### src/rtl/ex_hazard_ctrl_if.sv
// Hazard-control bundle between the EX-stage datapath (master) and ex_hazard_ctrl (slave).
interface ex_hazard_ctrl_if;
  logic [4:0] Rs1_D, Rs2_D, Rs1_E, Rs2_E, Rd_E, Rd_M, Rd_W;
  logic       RegWrite_M, RegWrite_W, ResultSrcLd_E, PCSrc_E, MCStart_E;
  logic [1:0] ForwardA_E, ForwardB_E;
  logic       Stall_F, Stall_D, Stall_E, Flush_D, Flush_E, Bubble_M, Busy_E;

  modport master (
    output Rs1_D, Rs2_D, Rs1_E, Rs2_E, Rd_E, Rd_M, Rd_W,
           RegWrite_M, RegWrite_W, ResultSrcLd_E, PCSrc_E, MCStart_E,
    input  ForwardA_E, ForwardB_E, Stall_F, Stall_D, Stall_E,
           Flush_D, Flush_E, Bubble_M, Busy_E
  );

  modport slave (
    input  Rs1_D, Rs2_D, Rs1_E, Rs2_E, Rd_E, Rd_M, Rd_W,
           RegWrite_M, RegWrite_W, ResultSrcLd_E, PCSrc_E, MCStart_E,
    output ForwardA_E, ForwardB_E, Stall_F, Stall_D, Stall_E,
           Flush_D, Flush_E, Bubble_M, Busy_E
  );
endinterface

### src/rtl/ex_hazard_ctrl.sv
// EX-stage hazard control: operand forwarding, load-use stall, branch flush and
// a counter FSM that holds EX for multi-cycle ops while bubbling MEM.
module ex_fwd_sel (
  input  logic [4:0] rs_i,
  input  logic [4:0] rd_m_i,
  input  logic       regwrite_m_i,
  input  logic [4:0] rd_w_i,
  input  logic       regwrite_w_i,
  output logic [1:0] fwd_o
);
  // MEM is younger than WB, so its value wins; x0 is hardwired and never forwarded.
  always_comb begin
    fwd_o = 2'b00;
    if (regwrite_m_i && rd_m_i != 5'd0 && rd_m_i == rs_i)      fwd_o = 2'b10;
    else if (regwrite_w_i && rd_w_i != 5'd0 && rd_w_i == rs_i) fwd_o = 2'b01;
  end
endmodule

module ex_hazard_ctrl #(
  parameter int MC_LATENCY = 4,
  parameter int CNT_W      = 4
) (
  input logic           clk,
  input logic           rst_n,
  ex_hazard_ctrl_if.slave hz
);
  localparam int NUM_OPS = 2;
  localparam bit MC_EN   = (MC_LATENCY > 1);
  localparam logic [CNT_W-1:0] CNT_LOAD = CNT_W'((MC_LATENCY > 1) ? MC_LATENCY - 2 : 0);

  typedef enum logic {IDLE, BUSY} state_e;

  state_e             state_q, state_d;
  logic [CNT_W-1:0]   cnt_q, cnt_d;
  logic               mc_stall, lw_stall;

  logic [NUM_OPS-1:0][4:0] rs_e;
  logic [NUM_OPS-1:0][1:0] fwd;

  assign rs_e = {hz.Rs2_E, hz.Rs1_E};

  for (genvar g = 0; g < NUM_OPS; g++) begin : g_fwd
    ex_fwd_sel u_fwd (
      .rs_i         (rs_e[g]),
      .rd_m_i       (hz.Rd_M),
      .regwrite_m_i (hz.RegWrite_M),
      .rd_w_i       (hz.Rd_W),
      .regwrite_w_i (hz.RegWrite_W),
      .fwd_o        (fwd[g])
    );
  end

  assign lw_stall = hz.ResultSrcLd_E && (hz.Rd_E != 5'd0) &&
                    ((hz.Rd_E == hz.Rs1_D) || (hz.Rd_E == hz.Rs2_D));

  always_ff @(posedge clk or negedge rst_n) begin
    if (!rst_n) begin
      state_q <= IDLE;
      cnt_q   <= '0;
    end else begin
      state_q <= state_d;
      cnt_q   <= cnt_d;
    end
  end

  // The start cycle stalls combinationally, so BUSY only needs MC_LATENCY-2 more stall cycles.
  always_comb begin
    state_d  = state_q;
    cnt_d    = cnt_q;
    mc_stall = 1'b0;
    case (state_q)
      IDLE: begin
        if (MC_EN && hz.MCStart_E && !hz.PCSrc_E) begin
          mc_stall = 1'b1;
          cnt_d    = CNT_LOAD;
          state_d  = BUSY;
        end
      end
      BUSY: begin
        if (cnt_q != '0) begin
          mc_stall = 1'b1;
          cnt_d    = cnt_q - CNT_W'(1);
        end else begin
          state_d  = IDLE;
        end
      end
      default: state_d = IDLE;
    endcase
  end

  // Every output, forwarding included, is held low while reset is asserted.
  always_comb begin
    hz.ForwardA_E = 2'b00;
    hz.ForwardB_E = 2'b00;
    hz.Stall_F    = 1'b0;
    hz.Stall_D    = 1'b0;
    hz.Stall_E    = 1'b0;
    hz.Flush_D    = 1'b0;
    hz.Flush_E    = 1'b0;
    hz.Bubble_M   = 1'b0;
    hz.Busy_E     = 1'b0;
    if (rst_n) begin
      hz.ForwardA_E = fwd[0];
      hz.ForwardB_E = fwd[1];
      hz.Busy_E     = (state_q == BUSY);
      if (mc_stall) begin
        hz.Stall_F  = 1'b1;
        hz.Stall_D  = 1'b1;
        hz.Stall_E  = 1'b1;
        hz.Bubble_M = 1'b1;
      end else if (hz.PCSrc_E) begin
        hz.Flush_D  = 1'b1;
        hz.Flush_E  = 1'b1;
      end else if (lw_stall) begin
        hz.Stall_F  = 1'b1;
        hz.Stall_D  = 1'b1;
        hz.Flush_E  = 1'b1;
      end
    end
  end
endmodule

### src/flat_wrapper.sv
// flat-port wrapper written by rule: the top's interface ports become plain ports
module ex_hazard_ctrl_flat 
#(
  parameter int MC_LATENCY = 4,
  parameter int CNT_W      = 4
)
  (clk, rst_n, hz_Rs1_D, hz_Rs2_D, hz_Rs1_E, hz_Rs2_E, hz_Rd_E, hz_Rd_M, hz_Rd_W, hz_RegWrite_M, hz_RegWrite_W, hz_ResultSrcLd_E, hz_PCSrc_E, hz_MCStart_E, hz_ForwardA_E, hz_ForwardB_E, hz_Stall_F, hz_Stall_D, hz_Stall_E, hz_Flush_D, hz_Flush_E, hz_Bubble_M, hz_Busy_E);
  ex_hazard_ctrl_if hz_i ();
  input logic clk;
  input logic rst_n;
  input wire logic [$bits(hz_i.Rs1_D)-1:0] hz_Rs1_D;
  input wire logic [$bits(hz_i.Rs2_D)-1:0] hz_Rs2_D;
  input wire logic [$bits(hz_i.Rs1_E)-1:0] hz_Rs1_E;
  input wire logic [$bits(hz_i.Rs2_E)-1:0] hz_Rs2_E;
  input wire logic [$bits(hz_i.Rd_E)-1:0] hz_Rd_E;
  input wire logic [$bits(hz_i.Rd_M)-1:0] hz_Rd_M;
  input wire logic [$bits(hz_i.Rd_W)-1:0] hz_Rd_W;
  input wire logic [$bits(hz_i.RegWrite_M)-1:0] hz_RegWrite_M;
  input wire logic [$bits(hz_i.RegWrite_W)-1:0] hz_RegWrite_W;
  input wire logic [$bits(hz_i.ResultSrcLd_E)-1:0] hz_ResultSrcLd_E;
  input wire logic [$bits(hz_i.PCSrc_E)-1:0] hz_PCSrc_E;
  input wire logic [$bits(hz_i.MCStart_E)-1:0] hz_MCStart_E;
  output wire logic [$bits(hz_i.ForwardA_E)-1:0] hz_ForwardA_E;
  output wire logic [$bits(hz_i.ForwardB_E)-1:0] hz_ForwardB_E;
  output wire logic [$bits(hz_i.Stall_F)-1:0] hz_Stall_F;
  output wire logic [$bits(hz_i.Stall_D)-1:0] hz_Stall_D;
  output wire logic [$bits(hz_i.Stall_E)-1:0] hz_Stall_E;
  output wire logic [$bits(hz_i.Flush_D)-1:0] hz_Flush_D;
  output wire logic [$bits(hz_i.Flush_E)-1:0] hz_Flush_E;
  output wire logic [$bits(hz_i.Bubble_M)-1:0] hz_Bubble_M;
  output wire logic [$bits(hz_i.Busy_E)-1:0] hz_Busy_E;
  assign hz_i.Rs1_D = hz_Rs1_D;
  assign hz_i.Rs2_D = hz_Rs2_D;
  assign hz_i.Rs1_E = hz_Rs1_E;
  assign hz_i.Rs2_E = hz_Rs2_E;
  assign hz_i.Rd_E = hz_Rd_E;
  assign hz_i.Rd_M = hz_Rd_M;
  assign hz_i.Rd_W = hz_Rd_W;
  assign hz_i.RegWrite_M = hz_RegWrite_M;
  assign hz_i.RegWrite_W = hz_RegWrite_W;
  assign hz_i.ResultSrcLd_E = hz_ResultSrcLd_E;
  assign hz_i.PCSrc_E = hz_PCSrc_E;
  assign hz_i.MCStart_E = hz_MCStart_E;
  assign hz_ForwardA_E = hz_i.ForwardA_E;
  assign hz_ForwardB_E = hz_i.ForwardB_E;
  assign hz_Stall_F = hz_i.Stall_F;
  assign hz_Stall_D = hz_i.Stall_D;
  assign hz_Stall_E = hz_i.Stall_E;
  assign hz_Flush_D = hz_i.Flush_D;
  assign hz_Flush_E = hz_i.Flush_E;
  assign hz_Bubble_M = hz_i.Bubble_M;
  assign hz_Busy_E = hz_i.Busy_E;
  ex_hazard_ctrl #(.MC_LATENCY(MC_LATENCY), .CNT_W(CNT_W)) u_core (.clk(clk), .rst_n(rst_n), .hz(hz_i));
endmodule
### config.mk
export PLATFORM = sky130hd
export DESIGN_NAME = ex_hazard_ctrl_flat
export DESIGN_NICKNAME = d
export VERILOG_FILES = /design/src/rtl/ex_hazard_ctrl_if.sv /design/src/rtl/ex_hazard_ctrl.sv /design/src/flat_wrapper.sv
export SDC_FILE = /design/constraint.sdc
export NUM_CORES = 1
export LEC_CHECK = 0
export BUFFER_PORTS_ARGS = -buffer_cell sky130_fd_sc_hd__buf_4
export CAP_MARGIN = 15
export CORE_AREA = 2 2 45 47
export CTS_CLUSTER_DIAMETER = 80
export CTS_CLUSTER_SIZE = 14
export DETAILED_ROUTE_END_ITERATION = 7
export DIE_AREA = 0 0 47 49
export PLACE_DENSITY = 0.85
export SYNTH_ARGS = -nofsm -noshare
export SYNTH_HDL_FRONTEND = slang
export SYNTH_SLANG_ARGS = --single-unit
### constraint.sdc
create_clock -name clk -period 3.8 [get_ports clk]
set_input_delay 1.14 -clock clk [delete_from_list [all_inputs] [get_ports clk]]
set_output_delay 1.14 -clock clk [all_outputs]
set_load 0.03 [all_outputs]
== Word-level counts from Yosys, hierarchy flattened ==
Index checks and enable logic that the tools add are counted.

* Memories: 0
* Flip-flop bits (word level): 5
* Bits in latches: 0
* ROM bits: 0
* Input bits: 42
* Bits in writable memories: 0

* Eq/ne operators: 8
* $mul: 0
* Magnitude comparators: 0
* Divide/modulo/power cells: 0
* Shift operators: 0
* Reductions and logical operators: 16
* Bitwise gates (word level): 1
* Add/sub/neg operators: 1
* Multiplexer cells: 25

{| class="wikitable"
|+ Operators by type and width
! operator !! number
|-
| $eq A5 B5 Y1 || 6
|-
| $mux W1 || 17
|-
| $reduce_bool A5 Y1 || 3
|-
| $logic_and A1 B1 Y1 || 9
|-
| $mux W2 || 4
|-
| $mux W4 || 2
|-
| $pmux W4 S2 || 1
|-
| $reduce_bool A4 Y1 || 1
|-
| $sub A4 B1 Y4 const B || 1
|-
| $ne A2 B1 Y1 const B || 1
|-
| $ne A2 B2 Y1 const B || 1
|-
| $pmux W1 S2 || 1
|-
| $reduce_and A2 Y1 || 1
|-
| $logic_not A1 Y1 || 1
|-
| $logic_or A1 B1 Y1 || 1
|-
| $not A1 Y1 || 1
|}

== Depth between registers and ports, before layout ==
* Depth in word-level cells: 7
* Depth in mapped cells: 7

== Hierarchy ==
From an unflattened synthesis, not the netlist that was laid out.

* Cell total of the unflattened synthesis: 95
* Area total of the unflattened synthesis: 777.0 um^2

{| class="wikitable"
|+ By module, submodules not included
! module !! instances !! area an instance (um^2) !! cells each
|-
| ex_hazard_ctrl || 1 || 474.2 || 55
|-
| ex_fwd_sel || 2 || 151.4 || 20
|}

== Worst setup path after synthesis ==
Ideal clock, no wire load.

* Path type: input port to output port
* Start: input port hz_Rd_E[3]
* End: output port hz_Stall_F
* Path buffers: 1
* Data arrival time: 2.720 ns
* Stages: 5
* Required time: 2.660 ns
* Slack: -0.060 ns
* Path through: xor2_1 -> nor3_1 -> a22oi_1 -> o31ai_1 -> buf_4

* Cells in the longest elaborated chain, start to end: 7
* Elaborated cells between the ends (all ways): 10

{| class="wikitable"
|+ RTL lines
! element !! line !! source
|-
| start, declared || flat_wrapper.sv:15 || <nowiki>input wire logic [$bits(hz_i.Rd_E)-1:0] hz_Rd_E;</nowiki>
|-
| $eq A5 B5 Y1 / $reduce_bool A5 Y1 (equally long branches) || ex_hazard_ctrl.sv:54, ex_hazard_ctrl.sv:53 ||
|-
| $logic_or A1 B1 Y1 / $logic_and A1 B1 Y1 (equally long branches) || ex_hazard_ctrl.sv:54, ex_hazard_ctrl.sv:53 ||
|-
| $logic_and A1 B1 Y1 (*) || ex_hazard_ctrl.sv:53 || <nowiki>assign lw_stall = hz.ResultSrcLd_E && (hz.Rd_E != 5'd0) &&</nowiki>
|-
| $mux W1 (*) (4 in series) || n/a ||
|-
| end, declared || flat_wrapper.sv:25 || <nowiki>output wire logic [$bits(hz_i.Stall_F)-1:0] hz_Stall_F;</nowiki>
|}

Every way passes the cells marked *; elsewhere a longest branch is shown, timed or not.

== Worst setup path in the final report ==
* Start: input port hz_Rd_M[0]
* End: output port hz_ForwardB_E[0]

* Cells in the longest elaborated chain, start to end: 5
* Elaborated cells between the ends (all ways): 6

{| class="wikitable"
|+ RTL lines
! element !! line !! source
|-
| start, declared || flat_wrapper.sv:16 || <nowiki>input wire logic [$bits(hz_i.Rd_M)-1:0] hz_Rd_M;</nowiki>
|-
| $reduce_bool A5 Y1 || ex_hazard_ctrl.sv:14 || <nowiki>if (regwrite_m_i && rd_m_i != 5'd0 && rd_m_i == rs_i) fwd_o = 2'b10;</nowiki>
|-
| $logic_and A1 B1 Y1 || ex_hazard_ctrl.sv:14 ||
|-
| $logic_and A1 B1 Y1 (*) || ex_hazard_ctrl.sv:14 ||
|-
| $mux W2 (*) || ex_hazard_ctrl.sv:14 ||
|-
| $mux W2 (*) || ex_hazard_ctrl.sv:102 || <nowiki>if (rst_n) begin</nowiki>
|-
| end, declared || flat_wrapper.sv:24 || <nowiki>output wire logic [$bits(hz_i.ForwardB_E)-1:0] hz_ForwardB_E;</nowiki>
|}

Marks and branches as above.

==> flow_summary.json <==
{
  "cts_hold_buf": 0,
  "row_count": 16,
  "grt_pass1_wl_um": 3408,
  "fmax_mhz": 267.6,
  "period_needed_ps": 3736,
  "path_class": "in2out",
  "wirelength_um": 2158,
  "dp_hpwl_um": 1874,
  "synth_top_area_share_pct": 29.63,
  "cp-startpoint": "hz_Rd_M[0]",
  "clkLatencyLatePin_ps": 250,
  "fin_skew_ps": 6.798,
  "status": "finished, final reports clean",
  "slew_violations": 0,
  "hold_ws_ps": 497.5,
  "initial_core_util_pct": 38.52,
  "cts_root_buf": "clkbuf_4",
  "core_area_um2": 1842,
  "cts_setup_buffers": 0,
  "cts.sinks": 5,
  "ys_async_sr_fraction_pct": 100.0,
  "max-slew-margin-rel_pct": 65.99,
  "synth_area_leaders": "xor2_1 30%, dfrtp_1 18%, xnor2_1 8.6%",
  "drc": 0,
  "gr-usage-all-layers_pct": 20.39,
  "io_pins": 53,
  "post-place-ws_ps": 95.44,
  "final_hold_viol_count": 0,
  "clockPowerShare_pct": 14.7,
  "cts_resized": 0,
  "yosysTopAreaCell": "xor2_1",
  "cap_violations": 0,
  "nets": 183,
  "p_seq_share_pct": 23.8,
  "io_buffers": 52,
  "ys_ff_latch": 5,
  "die_width_um": 47,
  "p_switching_mw": 0.1988,
  "fin_util_pct": 62.43,
  "power_density_nw_per_um2": 383.6,
  "irDropWorstVdd_v": 0.0002139,
  "yosysMostFrequentCell": "xor2_1",
  "ys_seq_area_share_pct": 17.64,
  "finalSetupTns_ps": 0,
  "synth_ff_type": "dfrtp_1",
  "dieHeight_um": 49,
  "netlist_instances": 85,
  "postSynthAreaPerCell_um2": 8.346,
  "synthTopCellsByCount": "24 x xor2_1, 7 x xnor2_1, 6 x inv_1",
  "synth_cell_types": 26,
  "reg2reg_slack_ps": 2390,
  "tritoncts": "yes",
  "synth_enable_flop_cells": 0,
  "power_mw": 0.4411,
  "worst_pin_slew_ps": 505.5,
  "antenna_cells": 0,
  "combPwrFrac_pct": 61.5,
  "fin_ws_ps": 63.69,
  "hp-class": "reg2reg",
  "leakage_nw": 0.5566,
  "netlist_area_um2": 709.4,
  "required_ps": 2660,
  "gr-total-overflow": 0,
  "die_area_um2": 2303,
  "hold_path_depth": 1,
  "critPathCaptureType": "output port",
  "yosys_warnings": 0,
  "grt_max_degree": 13,
  "grt_pass1_vias": 828,
  "rsz0062_at_grt": "false",
  "ant_nets": 0,
  "setup_viol": 0,
  "cp.arrival_ps": 2600,
  "dr.pass1.iters": 4,
  "syn_nets": 128,
  "ctsLongestPathBuffers": 2,
  "cts_made_buffers": 3,
  "h-tree-depth": 1,
  "min_from": "u_core.cnt_q[0]$_DFFE_PN0P_",
  "syn_to_final_growth_pct": 62.08,
  "drt_iter0_markers": 7,
  "finalCritPeriodShare_pct": 98.32,
  "cp_max_fo": 3,
  "drive_above_1_share_pct": 44.60,
  "r2r_cells": 3,
  "routedWlPerCell_um": 13.00,
  "sw_frac_of_total_pct": 45.08,
  "r2r-start": "u_core.state_q$_DFF_PN0_",
  "cp-start-kind": "input pin",
  "antenna_found_initial": 0,
  "place.gp.congestion": 0.7455,
  "clkTransAtPathRegs_ps": 40,
  "vias_per_cell": 4.994,
  "p_int_mw": 0.2423,
  "vias": 829
}
## cell type report
cell class,instances,area [um2]
fill,162,691.9
inverter,6,22.52
sequential,5,125.1
clock buffer,4,26.28
timing repair buffer,52,390.4
multi-input combinational,72,551.8
tap,27,33.78
## registers in the layout (all words and copies together) (netlist names)
name,flops
u_core.cnt_q,4
u_core.state_q,1
## cells in the final DEF, fill, tap and decap left out, types with 2 or more instances in the layout
cell	netlist	final
o21ai_0	3	3
or4_1	5	5
inv_1	6	6
xor2_1	24	24
o211ai_1	2	2
nor3_1	3	3
nand2_1	3	3
and2_2	2	2
nor4_2	2	2
xnor2_1	7	7
nand3_1	5	5
clkbuf_4	0	3
nor2_1	2	2
dfrtp_1	5	5
nor4_1	2	2
buf_4	2	52
## through the flow
stage                     cells  instance area (um2)
after global placement      162                 1124
after detailed placement    162                 1124
after global routing        166                 1150
after CTS                   166                 1150
after floorplan              85                714.4
final                       166                 1150
## final timing paths
kind	to
min in group asynchronous	u_core.state_q$_DFF_PN0_
setup reg to reg	u_core.cnt_q[0]$_DFFE_PN0P_
max in group asynchronous	u_core.cnt_q[1]$_DFFE_PN0P_
hold / removal	u_core.cnt_q[0]$_DFFE_PN0P_
hold reg to reg	u_core.cnt_q[0]$_DFFE_PN0P_
setup / recovery	hz_ForwardB_E[0]
## routing by layer
metal | track usage [%] | routed length, um | vias up
met5 | 0 | 0 | -
met3 | 4.815 | 274 | 7
met4 | 6.944 | 36 | 0
li1 | - | - | 403
met2 | 39.27 | 1160 | 59
met1 | 19.36 | 687 | 360
## power groups by stage
stage / clock network [mW] / logic (mW) / registers [mW]
final: 0.0646 / 0.271 / 0.105
after global routing: 0.0686 / 0.297 / 0.109
after CTS: 0.0654 / 0.274 / 0.104
after detailed placement: 0 / 0.273 / 0.105
after global placement: 0 / 0.262 / 0.103
after floorplan: 0 / 0.178 / 0.0990
## worst max-delay path, stage by stage
cell	delay (ps)
buf_4	130
or4_1	550
o21ai_2	170
nor4_1	100
nor4_2	300
buf_4	210
## logic make-up after synthesis
logic type | Yosys count | synth area share (%)
AOI/OAI and AO/OA | 11 | 10.58
xor gates and xnor gates | 31 | 38.27
adders and majority gates | 1 | 1.763
buffers and inverters | 8 | 5.290
DFF | 5 | 17.64
muxes | 1 | 1.411
and+or+nand+nor | 28 | 25.04
Note: power is estimated with default switching activity, not from simulation.
